$ cat config.mk
export PLATFORM = sky130hd
export DESIGN_NAME = alu_op_sequencer
export DESIGN_NICKNAME = d
export VERILOG_FILES = /design/src/rtl/alu_pkg.sv /design/src/rtl/btn_debounce.sv /design/src/rtl/alu_op_sequencer.sv
export SDC_FILE = /design/constraint.sdc
export NUM_CORES = 1
export LEC_CHECK = 0
export ABC_CLOCK_PERIOD_IN_PS = 1400
export BUFFER_PORTS_ARGS = -buffer_cell sky130_fd_sc_hd__buf_2
export CORE_MARGIN = 5
export CORE_UTILIZATION = 49
export CTS_BUF_LIST = sky130_fd_sc_hd__clkbuf_8
export CTS_CLUSTER_DIAMETER = 120
export CTS_CLUSTER_SIZE = 28
export DETAILED_ROUTE_END_ITERATION = 8
export GPL_ROUTABILITY_DRIVEN = 1
export PLACE_DENSITY = 0.77
export SLEW_MARGIN = 40
export SYNTH_ARGS = -nofsm -noshare
export SYNTH_HDL_FRONTEND = slang
export SYNTH_HIERARCHICAL = 1
export SYNTH_SLANG_ARGS = --single-unit
$ cat constraint.sdc
create_clock -name clock -period 1.4 [get_ports clock]
set_input_delay 0.07 -clock clock [delete_from_list [all_inputs] [get_ports clock]]
set_output_delay 0.07 -clock clock [all_outputs]
set_load 0.01 [all_outputs]
$ cat src/rtl/alu_pkg.sv
// Shared definitions for the ALU operand/opcode sequencer.
// Holds the FSM state encoding, the opcode constants the ALU understands,
// and is_valid_op(), which the optional opcode check (ALU_SEQ_OPCHECK_EN) uses.
package alu_pkg;

    localparam int unsigned STATE_W = 3;
    localparam int unsigned OP_W    = 6;

    typedef enum logic [STATE_W-1:0] {
        S_LOAD_A  = 3'd0,
        S_LOAD_B  = 3'd1,
        S_LOAD_OP = 3'd2,
        S_EXEC    = 3'd3,
        S_SHOW    = 3'd4
    } state_e;

    localparam logic [OP_W-1:0] OP_ADD = 6'b100000;
    localparam logic [OP_W-1:0] OP_SUB = 6'b100010;
    localparam logic [OP_W-1:0] OP_AND = 6'b100100;
    localparam logic [OP_W-1:0] OP_OR  = 6'b100101;
    localparam logic [OP_W-1:0] OP_XOR = 6'b100110;
    localparam logic [OP_W-1:0] OP_NOR = 6'b100111;
    localparam logic [OP_W-1:0] OP_SRA = 6'b000011;
    localparam logic [OP_W-1:0] OP_SRL = 6'b000010;

    // True when op is one of the opcodes the ALU implements.
    function automatic logic is_valid_op(input logic [OP_W-1:0] op);
        logic ok;
        case (op)
            OP_ADD, OP_SUB, OP_AND, OP_OR,
            OP_XOR, OP_NOR, OP_SRA, OP_SRL: ok = 1'b1;
            default:                        ok = 1'b0;
        endcase
        return ok;
    endfunction

endpackage

$ cat src/rtl/btn_debounce.sv
// Button conditioner: 2-flop synchroniser, symmetric debounce and rising-edge pulse.
// Ports:
//   clock, reset  - system clock, synchronous active-high reset
//   i_btn         - raw button, asynchronous to clock
//   o_pulse       - one-cycle pulse on the debounced 0->1 edge
// The debounced level flips after DB_CYCLES consecutive synchronised samples
// that disagree with it; a raw press produces o_pulse 2 + DB_CYCLES cycles later.
module btn_debounce #(
    parameter int unsigned DB_CYCLES = 16
) (
    input  logic clock,
    input  logic reset,
    input  logic i_btn,
    output logic o_pulse
);

    localparam int unsigned CNT_W = (DB_CYCLES > 1) ? $clog2(DB_CYCLES) : 1;

    logic             sync1_q, sync1_d;
    logic             sync2_q, sync2_d;
    logic             level_q, level_d;
    logic [CNT_W-1:0] cnt_q,   cnt_d;
    logic             pulse_q, pulse_d;

    // Count disagreeing samples; any agreeing sample restarts the run.
    always_comb begin
        sync1_d = i_btn;
        sync2_d = sync1_q;
        level_d = level_q;
        cnt_d   = '0;
        if (sync2_q != level_q) begin
            if (cnt_q == CNT_W'(DB_CYCLES - 1)) begin
                level_d = sync2_q;
            end else begin
                cnt_d = cnt_q + CNT_W'(1);
            end
        end
        pulse_d = level_d & ~level_q;
    end

    always_ff @(posedge clock) begin
        if (reset) begin
            sync1_q <= 1'b0;
            sync2_q <= 1'b0;
            level_q <= 1'b0;
            cnt_q   <= '0;
            pulse_q <= 1'b0;
        end else begin
            sync1_q <= sync1_d;
            sync2_q <= sync2_d;
            level_q <= level_d;
            cnt_q   <= cnt_d;
            pulse_q <= pulse_d;
        end
    end

    assign o_pulse = pulse_q;

endmodule

$ cat src/rtl/alu_op_sequencer.sv
// Single-button sequencer that loads A, B and OP from the switches, waits out
// the ALU latency, then latches and holds the ALU result for the LEDs.
// Ports:
//   clock, reset          - system clock, synchronous active-high reset
//   i_SWs                 - switch value captured on each "next" press
//   i_btn_next, i_btn_clr - raw buttons (conditioned internally)
//   i_alu_res             - ALU result
//   o_A, o_B, o_OP        - operand/opcode registers driving the ALU
//   o_led                 - held result, o_done high while it is valid
//   o_state               - current FSM state code for debug LEDs
//   o_op_err              - only with ALU_SEQ_OPCHECK_EN: last opcode was rejected
// Build option: define ALU_SEQ_OPCHECK_EN to reject opcodes not in alu_pkg.
module alu_op_sequencer
    import alu_pkg::*;
#(
    parameter int unsigned N_BITS    = 6,
    parameter int unsigned DB_CYCLES = 16,
    parameter int unsigned ALU_LAT   = 1
) (
    input  logic              clock,
    input  logic              reset,
    input  logic [N_BITS-1:0] i_SWs,
    input  logic              i_btn_next,
    input  logic              i_btn_clr,
    input  logic [N_BITS-1:0] i_alu_res,
    output logic [N_BITS-1:0] o_A,
    output logic [N_BITS-1:0] o_B,
    output logic [N_BITS-1:0] o_OP,
    output logic [N_BITS-1:0] o_led,
`ifdef ALU_SEQ_OPCHECK_EN
    output logic              o_op_err,
`endif
    output logic [2:0]        o_state,
    output logic              o_done
);

    localparam int unsigned WAIT_W = 4;

    logic next_pulse;
    logic clr_pulse;

    btn_debounce #(.DB_CYCLES(DB_CYCLES)) u_db_next (
        .clock   (clock),
        .reset   (reset),
        .i_btn   (i_btn_next),
        .o_pulse (next_pulse)
    );

    btn_debounce #(.DB_CYCLES(DB_CYCLES)) u_db_clr (
        .clock   (clock),
        .reset   (reset),
        .i_btn   (i_btn_clr),
        .o_pulse (clr_pulse)
    );

    state_e              state_q, state_d;
    logic [WAIT_W-1:0]   wait_q,  wait_d;
    logic [N_BITS-1:0]   a_q,     a_d;
    logic [N_BITS-1:0]   b_q,     b_d;
    logic [N_BITS-1:0]   op_q,    op_d;
    logic [N_BITS-1:0]   led_q,   led_d;
    logic                done_q,  done_d;
    logic                op_ok_c;
`ifdef ALU_SEQ_OPCHECK_EN
    logic                op_err_q, op_err_d;
`endif

    // Opcode acceptance; switch bits above the opcode width must be zero.
`ifdef ALU_SEQ_OPCHECK_EN
    assign op_ok_c = is_valid_op(OP_W'(i_SWs)) && ((i_SWs >> OP_W) == '0);
`else
    assign op_ok_c = 1'b1;
`endif

    // Next-state and register-load logic; clear overrides next.
    always_comb begin
        state_d = state_q;
        wait_d  = wait_q;
        a_d     = a_q;
        b_d     = b_q;
        op_d    = op_q;
        led_d   = led_q;
        done_d  = done_q;
`ifdef ALU_SEQ_OPCHECK_EN
        op_err_d = op_err_q;
`endif
        if (clr_pulse) begin
            a_d     = '0;
            b_d     = '0;
            op_d    = '0;
            led_d   = '0;
            done_d  = 1'b0;
            wait_d  = '0;
            state_d = S_LOAD_A;
`ifdef ALU_SEQ_OPCHECK_EN
            op_err_d = 1'b0;
`endif
        end else begin
            case (state_q)
                S_LOAD_A: begin
                    if (next_pulse) begin
                        a_d     = i_SWs;
                        state_d = S_LOAD_B;
`ifdef ALU_SEQ_OPCHECK_EN
                        op_err_d = 1'b0;
`endif
                    end
                end
                S_LOAD_B: begin
                    if (next_pulse) begin
                        b_d     = i_SWs;
                        state_d = S_LOAD_OP;
`ifdef ALU_SEQ_OPCHECK_EN
                        op_err_d = 1'b0;
`endif
                    end
                end
                S_LOAD_OP: begin
                    if (next_pulse) begin
                        if (op_ok_c) begin
                            op_d    = i_SWs;
                            wait_d  = WAIT_W'(ALU_LAT);
                            state_d = S_EXEC;
`ifdef ALU_SEQ_OPCHECK_EN
                            op_err_d = 1'b0;
                        end else begin
                            op_err_d = 1'b1;
`endif
                        end
                    end
                end
                S_EXEC: begin
                    // Presses are ignored here; the result is taken once the wait expires.
                    if (wait_q == '0) begin
                        led_d   = i_alu_res;
                        done_d  = 1'b1;
                        state_d = S_SHOW;
                    end else begin
                        wait_d = wait_q - WAIT_W'(1);
                    end
                end
                S_SHOW: begin
                    if (next_pulse) begin
                        done_d  = 1'b0;
                        state_d = S_LOAD_A;
                    end
                end
                default: begin
                    state_d = S_LOAD_A;
                end
            endcase
        end
    end

    always_ff @(posedge clock) begin
        if (reset) begin
            state_q <= S_LOAD_A;
            wait_q  <= '0;
            a_q     <= '0;
            b_q     <= '0;
            op_q    <= '0;
            led_q   <= '0;
            done_q  <= 1'b0;
`ifdef ALU_SEQ_OPCHECK_EN
            op_err_q <= 1'b0;
`endif
        end else begin
            state_q <= state_d;
            wait_q  <= wait_d;
            a_q     <= a_d;
            b_q     <= b_d;
            op_q    <= op_d;
            led_q   <= led_d;
            done_q  <= done_d;
`ifdef ALU_SEQ_OPCHECK_EN
            op_err_q <= op_err_d;
`endif
        end
    end

    assign o_A     = a_q;
    assign o_B     = b_q;
    assign o_OP    = op_q;
    assign o_led   = led_q;
    assign o_done  = done_q;
    assign o_state = state_q;
`ifdef ALU_SEQ_OPCHECK_EN
    assign o_op_err = op_err_q;
`endif

endmodule

==> impl_metrics.json <==
{
  "r2r_end": "wait_q[0]",
  "holdPathStages": 3,
  "r2r-start": "wait_q[1]",
  "ys.flop_type": "dfxtp_1",
  "yosysSeqAreaShare_pct": 51.6,
  "pin_count": 44,
  "ir_worst_vdd_v": 0.000835,
  "gp_congestion": 0.776,
  "clk_pin_slew_worst_paths_ns": 0.09,
  "async_flop_share_pct": 0,
  "fp.dieH_um": 71.6,
  "core_um2": 3660,
  "tightest_slew_ns": 0.313,
  "diodes": 0,
  "worstRegToRegCells": 5,
  "dieArea_um2": 5130,
  "ys_types": 34,
  "hp-start": "i_alu_res[3]",
  "final_cell_area_um2": 2450,
  "max_freq_mhz": 732,
  "yosys_warnings": 6,
  "routedWlPerCell_um": 14.2,
  "fin_cells": 295,
  "path_class": "reg2reg",
  "finalSetupViolations": 0,
  "required_ns": 1.58,
  "critPathLaunchType": "flop",
  "drive_gt1_share_pct": 35.6,
  "mostFrequentLayoutCells": "buf_2 (43), dfxtp_1 (42), nor2_1 (30)",
  "antenna_left": 0,
  "maxSlewHeadroom_pct": 79.1,
  "initial_core_util_pct": 50.9,
  "rsz0062_at_grt": "yes",
  "area_delta_synth_final_pct": 31.7,
  "cts_num_sinks": 48,
  "vias": 1499,
  "place_area_um2": 2210,
  "clk_latency_ns": 0.30,
  "grtUsageMet1_pct": 20.8,
  "utilization_pct": 67.0,
  "use_met2_pct": 27.1,
  "grt.busiest_layer": "met2",
  "grt_pass1_wl_um": 6730,
  "port_buffers": 43,
  "reg2reg_slack_ns": 0.03,
  "grt_max_degree": 21,
  "dpl.cell_count": 282,
  "cts_buffers": 5,
  "routed_via_density": 5.08,
  "drt_iter0_drc": 113,
  "p_leak_nw": 1.09,
  "cap_violations": 0,
  "root_buffer": "clkbuf_8",
  "min_to": "o_led[3]",
  "drc": 0,
  "die_w_um": 71.6,
  "outcome": "finished, final reports clean",
  "hold_path.class": "in2reg",
  "crit_fanout": 7,
  "layout_commonest_cell": "buf_2",
  "syn_nets": 205,
  "finalCriticalPeriod_ns": 1.37,
  "use_met3_pct": 4.35,
  "firstDrtPassIters": 4,
  "skew_ns": 0.00522,
  "cp-startpoint": "wait_q[1]",
  "htree_levels": 2,
  "yosys_register_bits": 48,
  "critPathArrivalTime_ns": 1.54,
  "synthCells": 185,
  "power_density_nw_per_um2": 1140,
  "first_global_vias": 1478,
  "rows": 22,
  "cp-end-kind": "flop",
  "grt_overflow_total": 0,
  "post-dp-hpwl_um": 2830,
  "clock_path_buffers": 2,
  "avgSynthCellArea_um2": 10.1,
  "grt_usage_pct": 16.8,
  "finalCritPeriodShare_pct": 97.6,
  "synth_edf_count": 0,
  "totalWireLength_um": 4180,
  "tritoncts": "yes",
  "num-nets-final": 266,
  "final_hold_viol_count": 0,
  "syn_area_um2": 1860,
  "slew_violations": 0,
  "grt_antenna_before_repair": 0,
  "fillCellCount": 294
}
power breakdown:
group          leakage [nW]  internal [mW]  switching, mW
Sequential            0.391           1.37        0.00371
Combinational         0.625         0.0322         0.0380
Clock                0.0784          0.892          0.451
critical path, cell delays in order (launching register included):
cell and delay (ns):
dfxtp_2 0.33, inv_1 0.08, ha_2 0.19, or3b_4 0.43
nand2_2 0.13, a31oi_1 0.09
area by class of cell:
cell class	instances	area [µm²]	area share, %
inverter	6	22.5	0.919
sequential	48	971	39.6
multi-input combinational	121	857	35.0
clock inverter	3	90.1	3.68
clock buffer	5	68.8	2.81
timing repair buffer	64	382	15.6
tap	48	60.1	2.45
flip-flops by register name, summed over array words and instances (netlist names):
name               count
o_A                    6
o_B                    6
o_OP                   6
o_led                  6
u_db_clr/cnt_q         4
u_db_next/cnt_q        4
wait_q                 4
o_state                3
o_done                 1
u_db_clr/level_q       1
u_db_clr/o_pulse       1
u_db_clr/sync1_q       1
u_db_clr/sync2_q       1
u_db_next/level_q      1
u_db_next/o_pulse      1
u_db_next/sync1_q      1
u_db_next/sync2_q      1
worst max-delay path by stage:
stage	to	slack, ns	cells past startpoint
6_report	wait_q[0]	0.03	5
5_1_grt	o_done	-0.13	6
4_1_cts	o_A[5]	0.007	5
3_5_place_dp	o_state[1]	-0.009	6
3_3_place_gp	wait_q[3]	0.01	3
2_1_floorplan	o_A[2]	0.07	4
cells in the mapped netlist, types with 2 or more instances:
| cell type | number | area, µm² |
|---|---|---|
| nor2b_1 | 4 | 25.0 |
| ha_1 | 4 | 50.1 |
| buf_2 | 4 | 20.0 |
| o21ai_0 | 7 | 35.0 |
| nand3b_1 | 4 | 30.0 |
| nor2_1 | 30 | 113 |
| inv_1 | 6 | 22.5 |
| clkbuf_1 | 4 | 15.0 |
| dfxtp_1 | 48 | 961 |
| a21oi_1 | 11 | 55.1 |
| nand3_1 | 8 | 40.0 |
| nor3b_1 | 2 | 15.0 |
| nand3_2 | 2 | 20.0 |
| xor2_1 | 4 | 35.0 |
| a311oi_1 | 2 | 17.5 |
| mux2i_1 | 20 | 200 |
| or3_1 | 2 | 12.5 |
| or4_1 | 2 | 15.0 |
| o31ai_1 | 2 | 15.0 |
| xnor2_1 | 2 | 17.5 |
| nor4b_1 | 2 | 17.5 |
| nand2_1 | 3 | 11.3 |
routing by layer:
layer	part of all wire (%)	vias to the layer above
met5	0	-
met4	1.9	0
met3	5.2	7
met2	48	40
met1	45	692
li1	-	760
what timing repair did:
action	in CTS	in global routing
endpoints found under the hold margin	2	0
buffers inserted	2	1
gates resized for setup	3	19
gates cloned	0	0
pin swaps	0	3
endpoints found under the setup margin	7	19
hold buffers	2	0
per-stage QoR:
step           hold WS, ns  setup slack (ns)  setup TNS [ns]  power, mW
3_5_place_dp         0.285          -0.00946         -0.0100       1.47
2_1_floorplan        0.142            0.0732               0       1.43
5_1_grt            0.00621            -0.129          -0.413       2.89
6_report            0.0142            0.0338               0       2.79
3_3_place_gp         0.276            0.0122               0       1.47
4_1_cts            0.00556           0.00732               0       2.81
kinds of logic (layout without fill, tap and decap cells):
family | after synthesis | count (layout) | synth area share [%]
AOI/OAI and AO/OA | 26 | 26 | 8.27
buffers and inverters | 16 | 78 | 4.10
and+or+nand+nor | 65 | 65 | 19.8
DFF | 48 | 48 | 51.6
xor gates and xnor gates | 6 | 6 | 2.82
adders and majority gates | 4 | 4 | 2.69
muxes | 20 | 20 | 10.8
(Power assumes the default switching activity.)
